File: src/rtl/alu_result_select_if.sv
`default_nettype none
// ----------------------------------------------------------------------------
// alu_result_select_if : input beat / output beat bus of alu_result_select
// Revision 1.0
// ----------------------------------------------------------------------------
interface alu_result_select_if #(
  parameter int WIDTH      = 24,
  parameter int NUM_INPUTS = 4,
  parameter int SEL_WIDTH  = 3,
  parameter int ERR_CNT_W  = 8
);
  logic [NUM_INPUTS*WIDTH-1:0] in_data;
  logic [SEL_WIDTH-1:0]        selector;
  logic                        in_valid;
  logic                        in_ready;
  logic [WIDTH-1:0]            out_data;
  logic                        out_zero;
  logic                        out_selerr;
  logic                        out_valid;
  logic                        out_ready;
  logic [ERR_CNT_W-1:0]        err_count;

  modport master (
    output in_data, selector, in_valid, out_ready,
    input  in_ready, out_data, out_zero, out_selerr, out_valid, err_count
  );

  modport slave (
    input  in_data, selector, in_valid, out_ready,
    output in_ready, out_data, out_zero, out_selerr, out_valid, err_count
  );
endinterface
`default_nettype wire

File: src/rtl/alu_result_select.sv
`default_nettype none
// ----------------------------------------------------------------------------
// alu_result_select : N-to-1 result selector feeding a 2-entry skid buffer
// Revision 1.0
// ----------------------------------------------------------------------------
module alu_result_select #(
  parameter int WIDTH      = 24,
  parameter int NUM_INPUTS = 4,
  parameter int SEL_WIDTH  = 3,
  parameter int ERR_CNT_W  = 8
) (
  input  wire logic            clk_i,
  input  wire logic            rst_i,
  alu_result_select_if.slave   bus_io
);

  // Beat layout: {selerr, zero, data}
  localparam int                BEAT_W   = WIDTH + 2;
  localparam logic [BEAT_W-1:0] RST_BEAT = {1'b0, 1'b1, {WIDTH{1'b0}}};

  typedef enum logic [1:0] {
    ST_EMPTY = 2'd0,
    ST_FULL1 = 2'd1,
    ST_FULL2 = 2'd2
  } state_e;

  state_e               state_q, state_d;
  logic [BEAT_W-1:0]    main_q, main_d;
  logic [BEAT_W-1:0]    skid_q, skid_d;
  logic [ERR_CNT_W-1:0] err_cnt_q, err_cnt_d;

  logic [WIDTH-1:0]     w_sel_data;
  logic                 w_sel_err;
  logic [BEAT_W-1:0]    w_new_beat;
  logic                 w_accept;

  always_comb begin
    w_sel_data = '0;
    w_sel_err  = 1'b1;
    for (int k = 0; k < NUM_INPUTS; k++) begin
      if (bus_io.selector == SEL_WIDTH'(k)) begin
        w_sel_data = bus_io.in_data[k*WIDTH +: WIDTH];
        w_sel_err  = 1'b0;
      end
    end
  end

  assign w_new_beat = {w_sel_err, (w_sel_data == '0), w_sel_data};

  // Ready comes from registered state only, so no path from out_ready
  assign bus_io.in_ready   = (state_q != ST_FULL2);
  assign bus_io.out_valid  = (state_q != ST_EMPTY);
  assign bus_io.out_data   = main_q[WIDTH-1:0];
  assign bus_io.out_zero   = main_q[WIDTH];
  assign bus_io.out_selerr = main_q[WIDTH+1];
  assign bus_io.err_count  = err_cnt_q;

  assign w_accept = bus_io.in_valid && bus_io.in_ready;

  always_comb begin
    state_d   = state_q;
    main_d    = main_q;
    skid_d    = skid_q;
    err_cnt_d = err_cnt_q;
    case (state_q)
      ST_EMPTY: begin
        if (w_accept) begin
          main_d  = w_new_beat;
          state_d = ST_FULL1;
        end
      end
      ST_FULL1: begin
        if (w_accept && bus_io.out_ready) begin
          main_d = w_new_beat;
        end else if (w_accept) begin
          skid_d  = w_new_beat;
          state_d = ST_FULL2;
        end else if (bus_io.out_ready) begin
          state_d = ST_EMPTY;
        end
      end
      ST_FULL2: begin
        if (bus_io.out_ready) begin
          main_d  = skid_q;
          state_d = ST_FULL1;
        end
      end
      default: state_d = ST_EMPTY;
    endcase
    if (w_accept && w_sel_err && (err_cnt_q != '1)) begin
      err_cnt_d = err_cnt_q + ERR_CNT_W'(1);
    end
  end

  always_ff @(posedge clk_i or posedge rst_i) begin
    if (rst_i) begin
      state_q   <= ST_EMPTY;
      main_q    <= RST_BEAT;
      skid_q    <= RST_BEAT;
      err_cnt_q <= '0;
    end else begin
      state_q   <= state_d;
      main_q    <= main_d;
      skid_q    <= skid_d;
      err_cnt_q <= err_cnt_d;
    end
  end

endmodule
`default_nettype wire

File: src/flat_wrapper.sv
// flat-port wrapper written by rule: the top's interface ports become plain ports
module alu_result_select_flat 
#(
  parameter int WIDTH      = 24,
  parameter int NUM_INPUTS = 4,
  parameter int SEL_WIDTH  = 3,
  parameter int ERR_CNT_W  = 8
)
  (clk_i, rst_i, bus_io_in_data, bus_io_selector, bus_io_in_valid, bus_io_out_ready, bus_io_in_ready, bus_io_out_data, bus_io_out_zero, bus_io_out_selerr, bus_io_out_valid, bus_io_err_count);
  alu_result_select_if #(.WIDTH(WIDTH), .NUM_INPUTS(NUM_INPUTS), .SEL_WIDTH(SEL_WIDTH), .ERR_CNT_W(ERR_CNT_W)) bus_io_i ();
  input  wire logic clk_i;
  input  wire logic rst_i;
  input wire logic [$bits(bus_io_i.in_data)-1:0] bus_io_in_data;
  input wire logic [$bits(bus_io_i.selector)-1:0] bus_io_selector;
  input wire logic [$bits(bus_io_i.in_valid)-1:0] bus_io_in_valid;
  input wire logic [$bits(bus_io_i.out_ready)-1:0] bus_io_out_ready;
  output wire logic [$bits(bus_io_i.in_ready)-1:0] bus_io_in_ready;
  output wire logic [$bits(bus_io_i.out_data)-1:0] bus_io_out_data;
  output wire logic [$bits(bus_io_i.out_zero)-1:0] bus_io_out_zero;
  output wire logic [$bits(bus_io_i.out_selerr)-1:0] bus_io_out_selerr;
  output wire logic [$bits(bus_io_i.out_valid)-1:0] bus_io_out_valid;
  output wire logic [$bits(bus_io_i.err_count)-1:0] bus_io_err_count;
  assign bus_io_i.in_data = bus_io_in_data;
  assign bus_io_i.selector = bus_io_selector;
  assign bus_io_i.in_valid = bus_io_in_valid;
  assign bus_io_i.out_ready = bus_io_out_ready;
  assign bus_io_in_ready = bus_io_i.in_ready;
  assign bus_io_out_data = bus_io_i.out_data;
  assign bus_io_out_zero = bus_io_i.out_zero;
  assign bus_io_out_selerr = bus_io_i.out_selerr;
  assign bus_io_out_valid = bus_io_i.out_valid;
  assign bus_io_err_count = bus_io_i.err_count;
  alu_result_select #(.WIDTH(WIDTH), .NUM_INPUTS(NUM_INPUTS), .SEL_WIDTH(SEL_WIDTH), .ERR_CNT_W(ERR_CNT_W)) u_core (.clk_i(clk_i), .rst_i(rst_i), .bus_io(bus_io_i));
endmodule
File: config.mk
export PLATFORM = sky130hd
export DESIGN_NAME = alu_result_select_flat
export DESIGN_NICKNAME = d
export VERILOG_FILES = /design/src/rtl/alu_result_select_if.sv /design/src/rtl/alu_result_select.sv /design/src/flat_wrapper.sv
export SDC_FILE = /design/constraint.sdc
export NUM_CORES = 1
export LEC_CHECK = 0
export CAP_MARGIN = 20
export CORE_ASPECT_RATIO = 1.5
export CORE_MARGIN = 4
export CORE_UTILIZATION = 30
export CTS_CLUSTER_DIAMETER = 60
export DETAILED_ROUTE_END_ITERATION = 10
export HOLD_SLACK_MARGIN = 0.03
export PLACE_DENSITY = 0.66
export SLEW_MARGIN = 30
export SYNTH_ARGS = -nofsm -noshare
export SYNTH_HDL_FRONTEND = slang
export SYNTH_SLANG_ARGS = --single-unit
export TNS_END_PERCENT = 50
File: constraint.sdc
create_clock -name clk_i -period 1.76 [get_ports clk_i]
set_input_delay 0.264 -clock clk_i [delete_from_list [all_inputs] [get_ports clk_i]]
set_output_delay 0.264 -clock clk_i [all_outputs]
set_load 0.005 [all_outputs]
# Word level (Yosys, flattened, before mapping)
# Cells that the tools add are included.
totals:
  in_bits: 103
  ram_bits: 0
  latchBits: 0
  mem_bits_ro: 0
  memories: 0
  out_inout_bits: 36
  regBits: 62
classes:
  n_eq_ne: 12
  div: 0
  muxes: 18
  reduce_logical: 12
  n_shift: 0
  magnitude_cmp: 0
  multipliers: 0
  bitwise: 1
  n_addsub: 1
ops:
  columns: ["cell", "count"]
  rows:
  - ["24-bit two-way mux", 4]
  - ["26-bit two-way mux", 3]
  - ["26-bit one-hot mux with 3 select lines", 1]
  - ["24-bit logical NOT", 1]
  - ["2-bit two-way mux", 5]
  - ["8-bit by 1-bit adder with 8-bit output, second input constant", 1]
  - ["8-bit inequality test, second input constant", 1]
  - ["4-bit AND reduction", 2]
  - ["3-bit by 2-bit equality test with 1-bit output, second input constant", 2]
  - ["2-bit inequality test, second input constant", 3]
  - ["2-bit one-hot mux with 3 select lines", 1]
  - ["1-bit logical AND", 4]
  - ["1-bit two-way mux", 4]
  - ["2-bit by 1-bit inequality test with 1-bit output, second input constant", 2]
  - ["3-bit by 1-bit equality test with 1-bit output, second input constant", 1]
  - ["3-bit logical NOT", 1]
  - ["3-bit by 2-bit inequality test with 1-bit output, second input constant", 1]
  - ["3-bit AND reduction", 1]
  - ["3-bit nonzero test", 1]
  - ["2-bit by 1-bit equality test with 1-bit output, second input constant", 1]
  - ["2-bit equality test, second input constant", 1]
  - ["2-bit logical NOT", 1]
  - ["2-bit nonzero test", 1]
  - ["1-bit inverter", 1]

# Depth between registers and ports, before layout
# Gate-level depths: netlist of the first run.
logic_depth:
  depth_word: 8
  depth_mapped: 9
  mapped_depth_nobuf: 7

# Least setup slack after synthesis of the first run
# OpenSTA, ideal clock, no wires.
synth_timing:
  path_kind: "reg-to-reg"
  from: "reg u_core.state_q[1]"
  to: "reg u_core.main_q[0]"
  path_slack_ns: -0.041
  path_stages_with_launch: 6
  required_ns: 1.635
  arrival_ns: 1.676
  period_less_slack_ns: 1.801
  path_cell_list: "dfrtp_1 nor2b_1 a21oi_1 o21ai_1 buf_2 mux2_2"
synth_between:
  elab_chain_cells: 5
  word_cells_on_any_way: 12
  classes_between: "eq/ne: 6; mux: 1; reduce/logical: 5"
synth_lines:
  columns: ["item", "line", "text"]
  rows:
  - ["from (decl)", "alu_result_select.sv:27", "state_e state_q, state_d;"]
  - ["from (signal assigned)", "alu_result_select.sv:102", "state_q <= state_d;"]
  - ["2-bit inequality test", "alu_result_select.sv:51", "assign bus_io.in_ready = (state_q != ST_FULL2);"]
  - ["1-bit logical AND", "alu_result_select.sv:58", "assign w_accept = bus_io.in_valid && bus_io.in_ready;"]
  - ["1-bit logical AND", "alu_result_select.sv:73", "if (w_accept && bus_io.out_ready) begin"]
  - ["2-bit by 1-bit inequality test with 1-bit output (no line)", null, null]
  - ["4-bit AND reduction (no line)", null, null]
  - ["to (signal assigned)", "alu_result_select.sv:103", "main_q <= main_d;"]
  - ["to (decl)", "alu_result_select.sv:28", "logic [BEAT_W-1:0] main_q, main_d;"]
# Several ways; a longest one is shown, not always the timed one.
# A chain may end at the register's enable or synchronous reset.

# Worst setup path after layout of the first run
layout_timing:
  from: "reg u_core.state_q[0]"
  to: "out bus_io_out_valid"
layout_between:
  elab_chain_cells: 1
layout_lines:
  columns: ["item", "line", "text"]
  rows:
  - ["2-bit nonzero test", "alu_result_select.sv:52", "assign bus_io.out_valid = (state_q != ST_EMPTY);"]
  - ["to (decl)", "flat_wrapper.sv:21", "output wire logic [$bits(bus_io_i.out_valid)-1:0] bus_io_out_valid;"]
# No other way between the ends.

==> report_table.html, run 1 <==
<table>
<tr><th>Metric</th><th>Value</th></tr>
<tr><th colspan="2">Timing</th></tr>
<tr><td>RSZ-0062 raised after global routing</td><td>yes</td></tr>
<tr><td>Final Hold Violating Endpoints</td><td>0</td></tr>
<tr><td>Fmax</td><td>597 MHz</td></tr>
<tr><td>Worst hold slack</td><td>0.336 ns</td></tr>
<tr><td>Final setup violation count</td><td>0</td></tr>
<tr><td>Fin Clk Skew</td><td>0.00442 ns</td></tr>
<tr><td>Final critical path time including I/O delays and setup</td><td>1.67 ns</td></tr>
<tr><td>Worst Tran Pin Value</td><td>0.549 ns</td></tr>
<tr><td>Crit share post-route</td><td>95.1%</td></tr>
<tr><td>Rel. slew slack</td><td>63.3%</td></tr>
<tr><td>Fin. max-slew vios</td><td>0</td></tr>
<tr><th colspan="2">Die</th></tr>
<tr><td>Top Ports</td><td>139</td></tr>
<tr><td>Initial core utilization</td><td>30.5%</td></tr>
<tr><td>Die boundary width</td><td>96.2 um</td></tr>
<tr><td>Die Y</td><td>140 um</td></tr>
<tr><td>Die area</td><td>13500 sq um</td></tr>
<tr><td>Core region area</td><td>11500 sq um</td></tr>
<tr><td>Number of standard-cell rows in the floorplan</td><td>48</td></tr>
<tr><th colspan="2">CTS</th></tr>
<tr><td>Clk buf depth</td><td>2</td></tr>
<tr><td>Hold-fix buffers at CTS</td><td>0</td></tr>
<tr><td>Clk root buf</td><td>clkbuf_16</td></tr>
<tr><td>CTS tree</td><td>done</td></tr>
<tr><td>Clock Latency Late Sink</td><td>0.33 ns</td></tr>
<tr><td>Clock H-tree levels</td><td>3</td></tr>
<tr><td>Number of buffers created by CTS</td><td>9</td></tr>
<tr><td>CTS sink count</td><td>62</td></tr>
<tr><td>Clock-pin slew of the registers on the worst-case setup and hold paths</td><td>0.05 ns</td></tr>
<tr><th colspan="2">Layout</th></tr>
<tr><td>Ratio of cells with drive above 1 in the final layout</td><td>21.0%</td></tr>
<tr><td>Final antenna diode count</td><td>0</td></tr>
<tr><td>Fin cells</td><td>712</td></tr>
<tr><td>Net total in the final layout</td><td>661</td></tr>
<tr><td>Area growth syn-to-layout</td><td>69.4%</td></tr>
<tr><th colspan="2">Global routing</th></tr>
<tr><td>Antenna violations before repair</td><td>0</td></tr>
<tr><td>Global-route wire length before repair</td><td>18500 um</td></tr>
<tr><td>Number of global-route vias before repair</td><td>3590</td></tr>
<tr><td>Pin count of the biggest net entering global routing</td><td>53</td></tr>
<tr><td>Remaining global-route overflow</td><td>0</td></tr>
<tr><td>Total GRT Usage</td><td>18.0%</td></tr>
<tr><th colspan="2">Logic synthesis</th></tr>
<tr><td>Proportion of synthesized flip-flops having asynchronous set or reset</td><td>100%</td></tr>
<tr><td>Fraction of the yosys area taken by sequential cells</td><td>44.4%</td></tr>
<tr><td>Post-Synthesis Cell Area</td><td>3500 sq um</td></tr>
<tr><td>Count of state elements after synthesis</td><td>62</td></tr>
<tr><td>Cell count after synthesis</td><td>382</td></tr>
<tr><td>Post-synth cell types</td><td>44</td></tr>
<tr><td>Synth warn</td><td>0</td></tr>
<tr><td>Number of nets produced by synthesis</td><td>486</td></tr>
<tr><td>Mean cell area of the mapped netlist</td><td>9.17 sq um</td></tr>
<tr><td>EDFF count, synth</td><td>0</td></tr>
<tr><td>Top flip-flop cell by instance count after synthesis</td><td>dfrtp_1</td></tr>
<tr><th colspan="2">Critical path</th></tr>
<tr><td>Worst EP arrival</td><td>1.41 ns</td></tr>
<tr><td>Element type at the critical path end</td><td>primary output</td></tr>
<tr><td>Worst-path maximum fanout</td><td>6</td></tr>
<tr><td>WP data required</td><td>1.50 ns</td></tr>
<tr><td>Kind of start point of the critical path</td><td>flip-flop</td></tr>
<tr><td>WS Path Type</td><td>reg -&gt; out</td></tr>
<tr><th colspan="2">Pwr</th></tr>
<tr><td>Power per cell area</td><td>1060 nW/um^2</td></tr>
<tr><td>Worst vdd rail ir drop</td><td>0.000613 V</td></tr>
<tr><td>Leak Pwr</td><td>0.00262 uW</td></tr>
<tr><th colspan="2">Detailed routing</th></tr>
<tr><td>WL/cell</td><td>16.2 um</td></tr>
<tr><td>Residual DRC count</td><td>0</td></tr>
<tr><td>Per-cell via count in the routed design</td><td>4.90</td></tr>
<tr><td>Length of the first detailed-routing pass in iterations</td><td>4</td></tr>
<tr><td>Count of antenna-violating nets left after detailed routing</td><td>0</td></tr>
<tr><td>Post-Route WL</td><td>11500 um</td></tr>
<tr><td>Via Count</td><td>3489</td></tr>
<tr><td>First-iteration detailed-routing DRC count</td><td>169</td></tr>
<tr><th colspan="2">Placed design</th></tr>
<tr><td>HPWL Detailed</td><td>9080 um</td></tr>
<tr><td>Port-buffer cells</td><td>138</td></tr>
<tr><td>Inst Count DP</td><td>690</td></tr>
<tr><td>Last weighted congestion value of the routability-driven placer</td><td>0.868</td></tr>
<tr><th colspan="2">Outcome</th></tr>
<tr><td>Status</td><td>completed</td></tr>
<tr><th colspan="2">Min path</th></tr>
<tr><td>Worst hold path type</td><td>in -&gt; async</td></tr>
<tr><th colspan="2">Run</th></tr>
<tr><td>Number of max-cap violations</td><td>0</td></tr>
</table>
==> per-stage QoR <==
step | TNS (ns) | power [uW] | setup slack, ns | util (%) | area, sq um
floorplan | -0.0816 | 2970 | -0.0408 | - | 3510
finish | 0 | 6270 | 0.0855 | 51.7 | 5930
global placement | -15.87 | 4150 | -0.664 | 47.2 | 5410
global route | -0.0728 | 6640 | -0.0446 | 51.7 | 5930
CTS | 0 | 6330 | 0.00219 | 51.4 | 5890
detailed placement | -17.50 | 4200 | -0.692 | 47.2 | 5410
==> cell type report <==
type,count,area [sq um]
multi-input cells,288,1910
inverters,4,18.8
clock buffers,13,260
repair buffers,192,1910
clock inverters,3,90.1
flip-flops and latches,62,1550
fillers,1049,5540
well taps,150,188
==> worst max-delay path, stage by stage (launching register included) <==
cell	delay (ns)
dfrtp_1	0.37
buf_4	0.16
or2_2	0.28
dlygate4sd2_1	0.27
==> where the power goes <==
part	internal, uW	switching (uW)	leakage (uW)
registers	1890	300	0.000773
logic	1220	799	0.00167
clock network	1460	598	0.000170
total	4570	1700	0.00262
==> final timing paths <==
check / start / depth (start not counted) / endpoint / slack (ns)
min in group clk_i: u_core.skid_q[24] / 2 / u_core.skid_q[24] / 0.47
max in group asynchronous: rst_i / 3 / u_core.skid_q[17] / 0.94
hold reg to reg: u_core.skid_q[24] / 2 / u_core.skid_q[24] / 0.47
setup / recovery: u_core.state_q[0] / 3 / bus_io_out_valid / 0.09
setup reg to reg: u_core.state_q[1] / 6 / u_core.bus_io.err_count[1] / 0.18
hold / removal: rst_i / 2 / u_core.bus_io.err_count[6] / 0.34
==> cells in the mapped netlist (7+ instances only) <==
cell,number,area [sq um]
dfrtp_1,60,1500
a21oi_1,49,245
nand2_1,48,180
nor2_1,41,154
o21ai_0,34,170
clkbuf_1,15,56.3
mux2_2,12,135
mux2i_1,12,120
buf_2,11,55.1
nand2b_1,11,68.8
a2bb2oi_1,10,87.6
a211oi_1,7,52.6
nor2b_1,7,43.8
==> metal layers <==
| metal | vias to the layer above | wire, um | track usage (%) |
|---|---|---|---|
| met2 | 124 | 6160 | 31.4 |
| li1 | 1709 | - | - |
| met5 | - | 0 | 0 |
| met3 | 34 | 640 | 3.76 |
| met4 | 0 | 505 | 8.62 |
| met1 | 1622 | 4240 | 20.4 |
==> flip-flops by register name (all words and copies together) (netlist names) <==
signal                   count
u_core.state_q               2
u_core.bus_io.err_count      8
u_core.skid_q               26
u_core.main_q               26
==> placed cells by master, fill, tap and decap left out, types with 4 or more instances in the layout <==
cell / instances
clkdlybuf4s50_1: 113
dfrtp_1: 60
a21oi_1: 48
nand2_1: 48
buf_4: 45
nor2_1: 40
o21ai_0: 34
mux2_2: 12
dlygate4sd2_1: 12
nand2b_1: 11
dlymetal6s2s_1: 10
clkbuf_16: 9
mux4_2: 8
mux2i_1: 8
nor2b_1: 7
a211oi_1: 7
buf_12: 7
a2bb2oi_2: 5
or2_2: 5
a2bb2oi_1: 5
nor3_1: 4
nand3_1: 4
xor2_1: 4
==> what timing repair did <==
action | CTS | global route
cloned | 1 | 0
pin swaps | 9 | 5
hold endpoints to repair | 0 | 0
resized for setup | 34 | 23
endpoints found under the setup margin | 25 | 9
setup buffers | 4 | 1
==> cells by family (layout without fill, tap and decap cells) <==
kind of cell	after synthesis	in the layout	share of synthesized area, %
xor gates and xnor gates	7	7	1.75
and+or+nand+nor	134	134	17.9
AOI/OAI and AO/OA	114	114	18.7
muxes	32	32	13.0
adders and majority gates	1	1	0.357
DFF	62	62	44.4
buffers and inverters	32	212	4.04
Note: power is estimated with default switching activity, not from simulation.
==> run 2, diff against run 1 <==
--- a/config.mk
+++ b/config.mk
@@ -12,8 +12,8 @@
 export CTS_CLUSTER_DIAMETER = 60
 export DETAILED_ROUTE_END_ITERATION = 10
 export HOLD_SLACK_MARGIN = 0.03
-export PLACE_DENSITY = 0.66
-export SLEW_MARGIN = 30
+export PLACE_DENSITY = 0.64
+export SLEW_MARGIN = 20
 export SYNTH_ARGS = -nofsm -noshare
 export SYNTH_HDL_FRONTEND = slang
 export SYNTH_SLANG_ARGS = --single-unit
==> constraint.sdc (replaced) <==
create_clock -name clk_i -period 1.6 [get_ports clk_i]
set_input_delay 0.24 -clock clk_i [delete_from_list [all_inputs] [get_ports clk_i]]
set_output_delay 0.24 -clock clk_i [all_outputs]
set_load 0.005 [all_outputs]
==> report_table.html, run 2 (synthesis results as in run 1) <==
<table>
<tr><th>Metric</th><th>Value</th></tr>
<tr><th colspan="2">Layout</th></tr>
<tr><td>Most common cell after layout, fill and taps aside</td><td>clkdlybuf4s50_1</td></tr>
<tr><td>Net total in the final layout</td><td>669</td></tr>
<tr><td>Final design utilization</td><td>52.0%</td></tr>
<tr><td>Fin cells</td><td>719</td></tr>
<tr><td>Area growth syn-to-layout</td><td>70.4%</td></tr>
<tr><td>Footprint of the multi-input gates</td><td>1970 sq um</td></tr>
<tr><td>Number of fillers in the final layout</td><td>1068</td></tr>
<tr><td>Most frequent cells in the layout</td><td>clkdlybuf4s50_1 (101), dfrtp_1 (60), a21oi_1 (48), nand2_1 (48), buf_4 (48)</td></tr>
<tr><td>Ratio of cells with drive above 1 in the final layout</td><td>24.5%</td></tr>
<tr><td>Footprint of the flip-flops and latches</td><td>1550 sq um</td></tr>
<tr><th colspan="2">CTS</th></tr>
<tr><td>Clk root buf</td><td>clkbuf_16</td></tr>
<tr><td>Clock-pin slew of the registers on the worst-case setup and hold paths</td><td>0.05 ns</td></tr>
<tr><td>CTS sink count</td><td>62</td></tr>
<tr><td>CTS tree</td><td>done</td></tr>
<tr><td>Clock Latency Late Sink</td><td>0.32 ns</td></tr>
<tr><td>Clk buf depth</td><td>2</td></tr>
<tr><td>Hold-fix buffers at CTS</td><td>0</td></tr>
<tr><td>Clock H-tree levels</td><td>3</td></tr>
<tr><td>Number of buffers created by CTS</td><td>9</td></tr>
<tr><th colspan="2">Global routing</th></tr>
<tr><td>Number of global-route vias before repair</td><td>3701</td></tr>
<tr><td>Pin count of the biggest net entering global routing</td><td>53</td></tr>
<tr><td>Remaining global-route overflow</td><td>0</td></tr>
<tr><td>Total GRT Usage</td><td>17.7%</td></tr>
<tr><td>Antenna violations before repair</td><td>1</td></tr>
<tr><td>Global-route wire length before repair</td><td>18500 um</td></tr>
<tr><th colspan="2">Timing</th></tr>
<tr><td>Crit share post-route</td><td>97.4%</td></tr>
<tr><td>Fin. max-slew vios</td><td>0</td></tr>
<tr><td>Worst Tran Pin Value</td><td>0.452 ns</td></tr>
<tr><td>Final critical path time including I/O delays and setup</td><td>1.56 ns</td></tr>
<tr><td>RSZ-0062 raised after global routing</td><td>yes</td></tr>
<tr><td>Final setup violation count</td><td>0</td></tr>
<tr><td>Final Hold Violating Endpoints</td><td>0</td></tr>
<tr><td>Rel. slew slack</td><td>69.7%</td></tr>
<tr><td>Fin Clk Skew</td><td>0.00616 ns</td></tr>
<tr><td>Fmax</td><td>642 MHz</td></tr>
<tr><th colspan="2">Pwr</th></tr>
<tr><td>Gate power share</td><td>35.9%</td></tr>
<tr><td>Internal power</td><td>4730 uW</td></tr>
<tr><td>Leak Pwr</td><td>0.00265 uW</td></tr>
<tr><td>Power per cell area</td><td>1110 nW/um^2</td></tr>
<tr><td>Part of the power in the clock network</td><td>27.9%</td></tr>
<tr><td>Sw frac</td><td>28.6%</td></tr>
<tr><td>Sequential share of power</td><td>36.2%</td></tr>
<tr><td>Worst vdd rail ir drop</td><td>0.000599 V</td></tr>
<tr><td>Switching power</td><td>1890 uW</td></tr>
<tr><th colspan="2">Detailed routing</th></tr>
<tr><td>Via Count</td><td>3496</td></tr>
<tr><td>Length of the first detailed-routing pass in iterations</td><td>4</td></tr>
<tr><td>Count of antenna-violating nets left after detailed routing</td><td>0</td></tr>
<tr><td>Post-Route WL</td><td>11800 um</td></tr>
<tr><td>First-iteration detailed-routing DRC count</td><td>179</td></tr>
<tr><td>Per-cell via count in the routed design</td><td>4.86</td></tr>
<tr><td>Residual DRC count</td><td>0</td></tr>
<tr><td>WL/cell</td><td>16.5 um</td></tr>
<tr><th colspan="2">Critical path</th></tr>
<tr><td>Register-to-register setup slack</td><td>0.07 ns</td></tr>
<tr><td>Worst EP arrival</td><td>1.32 ns</td></tr>
<tr><td>Kind of start point of the critical path</td><td>flip-flop</td></tr>
<tr><td>WP data required</td><td>1.36 ns</td></tr>
<tr><td>WS Path Type</td><td>reg -&gt; out</td></tr>
<tr><td>Worst-path maximum fanout</td><td>3</td></tr>
<tr><td>Endpoint of the lowest-slack register-to-register path</td><td>u_core.main_q[5]</td></tr>
<tr><td>Startpoint of the most critical register-to-register path</td><td>u_core.state_q[1]</td></tr>
<tr><td>FF-to-FF path depth</td><td>7</td></tr>
<tr><td>Element type at the critical path end</td><td>primary output</td></tr>
<tr><th colspan="2">Placed design</th></tr>
<tr><td>Inst Count DP</td><td>691</td></tr>
<tr><td>Port-buffer cells</td><td>138</td></tr>
<tr><td>HPWL Detailed</td><td>9170 um</td></tr>
<tr><td>Last weighted congestion value of the routability-driven placer</td><td>0.812</td></tr>
<tr><th colspan="2">Die</th></tr>
<tr><td>Core region area</td><td>11500 sq um</td></tr>
<tr><td>Top Ports</td><td>139</td></tr>
<tr><td>Die area</td><td>13500 sq um</td></tr>
<tr><td>Number of standard-cell rows in the floorplan</td><td>48</td></tr>
<tr><td>Die Y</td><td>140 um</td></tr>
<tr><td>Die boundary width</td><td>96.2 um</td></tr>
<tr><td>Initial core utilization</td><td>30.5%</td></tr>
<tr><th colspan="2">Outcome</th></tr>
<tr><td>Status</td><td>completed</td></tr>
<tr><th colspan="2">Min path</th></tr>
<tr><td>Worst hold path type</td><td>in -&gt; async</td></tr>
<tr><th colspan="2">Run</th></tr>
<tr><td>Number of max-cap violations</td><td>0</td></tr>
</table>
## run 2: worst max path at each step
stage / start / endpoint / cells past startpoint
2_1_floorplan: u_core.state_q[1] / u_core.bus_io.err_count[6] / 8
3_3_place_gp: bus_io_selector[0] / u_core.skid_q[24] / 8
3_5_place_dp: bus_io_selector[0] / u_core.skid_q[24] / 8
4_1_cts: bus_io_selector[1] / u_core.main_q[24] / 8
5_1_grt: bus_io_selector[0] / u_core.main_q[24] / 7
6_report: u_core.state_q[0] / bus_io_in_ready / 4
## run 2: critical path: stages (launching register included)
cell and delay [ns]:
dfrtp_1 0.42, nor2b_4 0.13, inv_2 0.05, buf_4 0.14, dlygate4sd2_1 0.26
## run 2: area by class of cell
| cell class | instances | share of cell area [%] |
|---|---|---|
| Timing Repair Buffer | 200 | 32.8 |
| Antenna cell | 2 | 0.0839 |
| Tap cell | 150 | 3.14 |
| Sequential cell | 62 | 26.0 |
| Clock inverter | 2 | 0.587 |
| Inverter | 4 | 0.314 |
| Multi-Input combinational cell | 288 | 33.0 |
| Clock buffer | 11 | 4.07 |
## run 2: power groups by stage
stage | clock, uW | combinational, uW | sequential [uW]
final | 1850 | 2370 | 2400
after global routing | 1920 | 2630 | 2460
after CTS | 1870 | 2300 | 2400
after detailed placement | 0 | 2240 | 2420
after global placement | 0 | 2200 | 2400
after floorplan | 0 | 897 | 2390
## run 2: stage by stage
| stage | instance area (sq um) | power, uW | TNS (ns) | hold slack, ns | worst slack [ns] |
|---|---|---|---|---|---|
| floorplan | 3520 | 3280 | -0.798 | 0.352 | -0.158 |
| global placement | 5390 | 4600 | -27.39 | 0.455 | -0.872 |
| detailed placement | 5390 | 4660 | -28.59 | 0.461 | -0.890 |
| CTS | 5820 | 6570 | 0 | 0.233 | 0.000883 |
| global route | 5970 | 7010 | -0.0917 | 0.283 | -0.0436 |
| finish | 5970 | 6610 | 0 | 0.229 | 0.0417 |
## run 2: repair_timing
| item | in CTS | in global routing |
|---|---|---|
| gates cloned | 0 | 2 |
| setup endpoints to repair | 47 | 25 |
| gates resized for setup | 67 | 50 |
| setup buffers | 5 | 6 |
| pin swaps | 11 | 7 |
## run 2: routing by layer
metal	routed length, um	track usage, %	part of all wire, %
met1	4630	21.2	39
met2	6280	30.5	53
met3	688	3.92	5.8
met4	251	6.07	2.1
met5	0	0	0
